`src/rtl/uop_logic_pkg.sv`:
```
// uop_logic_pkg: constants and helpers shared by the uop_* logic gates.
//   UOP_WIDTH  default operand width
//   UOP_CNT_W  default match-counter width
//   UOP_MAX_W  widest operand the helper functions accept
//   xnor_vec   bitwise equivalence of two (zero-extended) vectors
`timescale 1ns/1ps
package uop_logic_pkg;

    localparam int unsigned UOP_WIDTH = 1;
    localparam int unsigned UOP_CNT_W = 8;
    localparam int unsigned UOP_MAX_W = 64;

    // Operands narrower than UOP_MAX_W are zero-extended by the caller; the
    // upper result bits are then don't-care.
    function automatic logic [UOP_MAX_W-1:0] xnor_vec(input logic [UOP_MAX_W-1:0] a,
                                                     input logic [UOP_MAX_W-1:0] b);
        return ~(a ^ b);
    endfunction

endpackage

```
`src/rtl/uop_sat_counter.sv`:
```
// uop_sat_counter: up-counter that saturates at all-ones, with synchronous clear.
//   clk    rising-edge clock
//   rst_n  asynchronous active-low reset, count -> 0
//   clr    synchronous clear, takes priority over inc
//   inc    increment request
//   cnt    current count
`timescale 1ns/1ps
module uop_sat_counter #(
    parameter int unsigned CNT_W = 8
) (
    input  logic             clk,
    input  logic             rst_n,
    input  logic             clr,
    input  logic             inc,
    output logic [CNT_W-1:0] cnt
);

    logic [CNT_W-1:0] cnt_q;
    logic [CNT_W-1:0] cnt_d;

    always_comb begin
        cnt_d = cnt_q;
        if (clr) begin
            cnt_d = '0;
        end else if (inc && (cnt_q != {CNT_W{1'b1}})) begin
            cnt_d = cnt_q + CNT_W'(1);
        end
    end

    always_ff @(posedge clk or negedge rst_n) begin
        if (!rst_n) begin
            cnt_q <= '0;
        end else begin
            cnt_q <= cnt_d;
        end
    end

    assign cnt = cnt_q;

endmodule

```
`src/rtl/uop_nxor.sv`:
```
// uop_nxor: bitwise XNOR gate with registered copy, equality flag and a
// saturating count of matching cycles.
//   clk        rising-edge clock for registered outputs
//   rst_n      asynchronous active-low reset
//   aa, bb     operands (WIDTH bits, WIDTH <= UOP_MAX_W)
//   clr        synchronous clear of match_cnt
//   yy         combinational ~(aa ^ bb)
//   eq         combinational &yy (aa == bb)
//   yy_q, eq_q yy and eq registered
//   match_cnt  saturating count of cycles with eq = 1
`timescale 1ns/1ps
module uop_nxor
    import uop_logic_pkg::*;
#(
    parameter int unsigned WIDTH = UOP_WIDTH,
    parameter int unsigned CNT_W = UOP_CNT_W
) (
    input  logic             clk,
    input  logic             rst_n,
    output logic [WIDTH-1:0] yy,
    input  logic [WIDTH-1:0] aa,
    input  logic [WIDTH-1:0] bb,
    input  logic             clr,
    output logic             eq,
    output logic [WIDTH-1:0] yy_q,
    output logic             eq_q,
    output logic [CNT_W-1:0] match_cnt
);

    logic [UOP_MAX_W-1:0] yy_full;
    logic                 unused_yy_hi;

    assign yy_full = xnor_vec(UOP_MAX_W'(aa), UOP_MAX_W'(bb));
    assign yy      = yy_full[WIDTH-1:0];
    // Upper bits come from zero-extension and carry no information.
    assign unused_yy_hi = ^yy_full;

    // Plain reduction so an X/Z on any operand bit reaches eq unmasked.
    assign eq = &yy;

    always_ff @(posedge clk or negedge rst_n) begin
        if (!rst_n) begin
            yy_q <= '0;
            eq_q <= 1'b0;
        end else begin
            yy_q <= yy;
            eq_q <= eq;
        end
    end

    uop_sat_counter #(
        .CNT_W (CNT_W)
    ) u_cnt (
        .clk   (clk),
        .rst_n (rst_n),
        .clr   (clr),
        .inc   (eq),
        .cnt   (match_cnt)
    );

endmodule

```
`config.mk`:
```
export PLATFORM = sky130hd
export DESIGN_NAME = uop_nxor
export DESIGN_NICKNAME = d
export VERILOG_FILES = /design/src/rtl/uop_logic_pkg.sv /design/src/rtl/uop_sat_counter.sv /design/src/rtl/uop_nxor.sv
export SDC_FILE = /design/constraint.sdc
export NUM_CORES = 1
export LEC_CHECK = 0
export CORE_AREA = 2 2 39 41
export CTS_CLUSTER_DIAMETER = 40
export DETAILED_ROUTE_END_ITERATION = 8
export DIE_AREA = 0 0 41 43
export GPL_TIMING_DRIVEN = 0
export PLACE_DENSITY = 0.76
export SYNTH_ARGS = -nofsm -noshare
export SYNTH_HDL_FRONTEND = slang
export SYNTH_SLANG_ARGS = --single-unit
```
`constraint.sdc`:
```
create_clock -name clk -period 1.72 [get_ports clk]
set_input_delay 0.344 -clock clk [delete_from_list [all_inputs] [get_ports clk]]
set_output_delay 0.344 -clock clk [all_outputs]
set_load 0.05 [all_outputs]
```
Word-level counts from Yosys, hierarchy flattened
Index checks and enable logic that the tools add are counted.
W data, S select, Z words.
Cells by class
  $add $sub $neg: 1
  equal/unequal tests: 1
  multiplexer cells: 2
  bitwise gates (word level): 2
  reduce and logical (&&, ||, !) cells: 2
Operator list (number)
  $mux W8: 2
  $add A8 B1 Y8 const B: 1
  $ne A8 B8 Y1 const B: 1
  $reduce_bool A2 Y1: 1
  $logic_and A1 B1 Y1: 1
  $not A1 Y1: 1
  $xor A1 B1 Y1: 1
Storage, ports and cells
  bits in registers: 9
  bits of input ports: 5
  output and inout port bits: 12
  logic and storage cells: 10

Depth between registers and ports, before layout
  depth in word-level cells: 5
  gate-level depth with buffers: 5
  gate-level depth less buffers: 5

Cells and area by module
From an unflattened synthesis, not the netlist that was laid out.
Unflattened totals
  cells, all modules: 53
  area total of the unflattened synthesis: 513.0 um2
By module, submodules not included
  uop_sat_counter: times used 1, cells an instance 49, area each 464.2 um2, seq. area each 200.2 um2
  uop_nxor: times used 1, cells an instance 4, area each 48.8 um2, seq. area each 25.0 um2

Least setup slack after synthesis
No wires, ideal clock.
  path type: register -> register
  start: reg u_cnt.cnt_q[0] (netlist: u_cnt.cnt[0])
  end: reg u_cnt.cnt_q[1] (netlist: u_cnt.cnt[1])
  library setup time: 0.120 ns
  arrival: 1.643 ns
  data required time: 1.600 ns
  path slack: -0.043 ns
  cell stages (with the launch flop): 6
  path buffers: 0
  clock period less this slack: 1.763 ns
  path through: dfrtp_1 -> ha_1 -> nand3_1 -> o21ai_0 -> mux2i_1 -> nor2_1
Between the ends
  cells in the longest elaborated chain, start to end: 3
  elaborated cells between the ends (all ways): 6
  those cells by class: add/sub: 1; eq/ne: 1; mux: 2; reduce/logical: 2
RTL lines
  start: declaration: line uop_sat_counter.sv:18  | logic [CNT_W-1:0] cnt_q;
  start signal: assignment: line uop_sat_counter.sv:34  | cnt_q <= cnt_d;
  $add A8 B1 Y8 or $ne A8 B8 Y1 (tied branches): line uop_sat_counter.sv:26, uop_sat_counter.sv:25
  $mux W8 or $logic_and A1 B1 Y1 (tied branches): line uop_sat_counter.sv:25  | end else if (inc && (cnt_q != {CNT_W{1'b1}})) begin
  $mux W8 or $reduce_bool A2 Y1 (tied branches)
Several ways; a longest one is shown, not always the timed one. The select of a mux whose other input is x is not followed.
A chain may end at the register's enable or synchronous reset.

Worst setup path in the final report
  start: reg u_cnt.cnt_q[2] (netlist: u_cnt.cnt[2])
  end: out match_cnt[2]
RTL lines
  end: declaration: line uop_nxor.sv:27  | output logic [CNT_W-1:0] match_cnt
No word-level cell between the ends.

==> flow_summary.toml <==
[setup_path]
crit_fanout = 6
crit_buf_inv = 1
critical_path_class = "flop to primary output"
slowest_stage = "dlygate4sd2_1"
ff2ff_path_depth = 5
slowest_delay_ns = 0.56
cp_data_required_time_ns = 1.38
cp.arrival_ns = 1.28
path_cells = "dlygate4sd2_1"
cp_top_family = "buffers and inverters"
cp-end-kind = "primary output"
cp.depth = 1
worst_setup_path_start_kind = "flop"

[routing]
drcViolationCount = 0
ant_nets = 0
top_layer = "met4"
vias = 431
met1_length_um = 428
wl_met2_um = 499
wl_met3_um = 52
firstDrtPassIters = 4
routed_wl_um = 1010
first_iter_violations = 8
via_per_inst = 5.07
wl_per_cell_um = 11.9

[cells_and_area]
synthToLayoutAreaGrowth_pct = 40.8
layout.nets = 76
stdcell_count = 85
drive_above_1_share = 0.203
fillers = 127
final_area_um2 = 682
num_antenna_cells = 0

[power_and_ir_drop]
power_mw = 0.541
irDropWorstVdd_v = 0.000364
leakage_nw = 0.322
cellPowerDensity_nw_per_um2 = 794

[yosys]
yosys.area_share.simple = 0.233
synthCells = 49
synth.distinct_cells = 23
synth_ff_type = "dfrtp_1"
syn_nets = 55
async_flop_share = 1.00
synth-compound-area-share = 0.106
yosysSeqAreaShare = 0.465
netlist_area_um2 = 484
muxShareOfSynthArea = 0.0413
synth-xor-area-share = 0.0543
syn_avg_cell_area_um2 = 9.88
ys_ff_latch = 9
synth-edff-count = 0
yosys.area_share.adder = 0.0258
yosys_warnings = 0
synth_top_family_by_area = "simple AND/OR/NAND/NOR gates"

[die]
core-area_um2 = 1380
die_h_um = 43
die_w_um = 41
io_pins = 17
start_util = 0.350
num_rows = 14
die_area_um2 = 1760

[status]
status = "completed"

[timing]
timing.hold.ws_ns = 0.377
setup_viol = 0
tightest_slew_ns = 0.490
timing.setup.tns_ns = 0
relSlewSlack = 0.675
drv_slew = 0
fin_crit_sh = 0.944
hold_viol = 0
fmax_ghz = 0.616
rsz0062_at_grt = "no"
fin_crit_ns = 1.62
fin_skew_ns = 0.00494

[placed_design]
portBuffers = 15
placed_cells = 80
gp_congestion = 0.790
postPlaceCellArea_um2 = 657
dpl.hpwl_um = 750

[global_routing]
grt_max_degree = 10
grt_pass1_vias = 387
antenna_found_initial = 0
grt.total_usage = 0.134
grt-ovfl-total = 0
grt_pass1_wl_um = 1550

[clock_network]
clock_sinks = 9
cts_tree = "done"
numCtsBuffers = 3
cts-root-buf = "clkbuf_4"
cts_buffer_depth = 2
clk_pin_slew_ns = 0.06
h-tree-depth = 1
clk_latency_ns = 0.26

[min_path]
hp-class = "input port to asynchronous set/reset pin"

[job]
cap_violations = 0
[synth_stat cells, drive strengths merged (2+ instances only)]
library cell / count / share of area
a21oi: 2 / 0.021
nand2: 2 / 0.016
nand3: 2 / 0.021
xor2: 3 / 0.054
nor2: 6 / 0.047
dfrtp: 9 / 0.47
nor3: 5 / 0.052
buf: 2 / 0.031
inv: 3 / 0.023
mux2i: 2 / 0.041
nand4: 2 / 0.057
o21ai: 2 / 0.021
[routing by layer]
layer	vias up	GRT usage
li1	214	-
met1	199	0.158
met2	13	0.200
met3	5	0.0157
met4	0	0.120
met5	-	0
[worst paths after layout]
check | startpoint | end | slack [ns]
setup / recovery | u_cnt.cnt[2]$_DFFE_PN0P_ | match_cnt[2] | 0.1
hold / removal | rst_n | u_cnt.cnt[4]$_DFFE_PN0P_ | 0.38
setup reg to reg | u_cnt.cnt[0]$_DFFE_PN0P_ | u_cnt.cnt[5]$_DFFE_PN0P_ | 0.13
hold reg to reg | u_cnt.cnt[6]$_DFFE_PN0P_ | u_cnt.cnt[6]$_DFFE_PN0P_ | 0.58
max in group asynchronous | rst_n | u_cnt.cnt[0]$_DFFE_PN0P_ | 1.02
min in group clk | clr | u_cnt.cnt[5]$_DFFE_PN0P_ | 0.50
[per-stage QoR]
| stage | setup WS (ns) | util |
|---|---|---|
| 2_1_floorplan | 0.0148 | - |
| 5_1_grt | 0.0398 | 0.493 |
| 3_3_place_gp | -0.674 | 0.475 |
| 6_report | 0.0971 | 0.493 |
| 4_1_cts | 0.0810 | 0.493 |
| 3_5_place_dp | -0.701 | 0.475 |
[registers in the layout (all words and copies together), names as in the netlist]
register / count
eq_q: 1
u_cnt.cnt: 8
[cell type report]
type / instances / area (µm²) / share of cell area
Sequential cell: 9 / 228 / 0.334
Clock buffer: 4 / 26.3 / 0.0385
Buffer: 3 / 25.0 / 0.0367
Tap cell: 16 / 20.0 / 0.0294
Multi-Input combinational cell: 34 / 230 / 0.338
Timing Repair Buffer: 16 / 141 / 0.207
Inverter: 3 / 11.3 / 0.0165
[where the power goes]
part / internal [mW] / switching (mW) / total [mW]
clock: 0.0896 / 0.0767 / 0.166
combinational: 0.0451 / 0.0949 / 0.140
sequential: 0.223 / 0.0126 / 0.235
total: 0.357 / 0.184 / 0.541
[cells by family (layout without fill, tap and decap cells)]
kind of cell               count (synthesis)  after routing
AOI/OAI and AO/OA                          8              8
xor gates and xnor gates                   3              3
buffers and inverters                      6             26
adders and majority gates                  1              1
and+or+nand+nor                           20             20
muxes                                      2              2
DFF                                        9              9
[cells in the final DEF, fill, tap and decap left out]
cell and n:
a211oi_1 1, a21oi_1 2, and2_1 1, buf_4 4
buf_6 1, clkbuf_1 1, clkbuf_4 3, clkdlybuf4s25_2 1
clkdlybuf4s50_1 1, dfrtp_1 7, dfrtp_2 2, dlygate4sd2_1 12
ha_1 1, inv_1 2, inv_2 1, mux2i_1 2
nand2_1 2, nand3_1 2, nand4_1 1, nand4_4 1
nor2_1 6, nor3_1 5, nor4_1 1, o2111ai_1 1
o21a_1 1, o21ai_0 2, o31ai_1 1, or4_1 1
xor2_1 2, xor2_2 1
[repair_timing]
item / 4_1_cts / 5_1_grt
gates resized for setup: 26 / 0
hold buffers: 0 / 0
endpoints found under the setup margin: 12 / 0
setup buffers: 1 / 0
No activity file was read; power rests on OpenSTA's default activity.
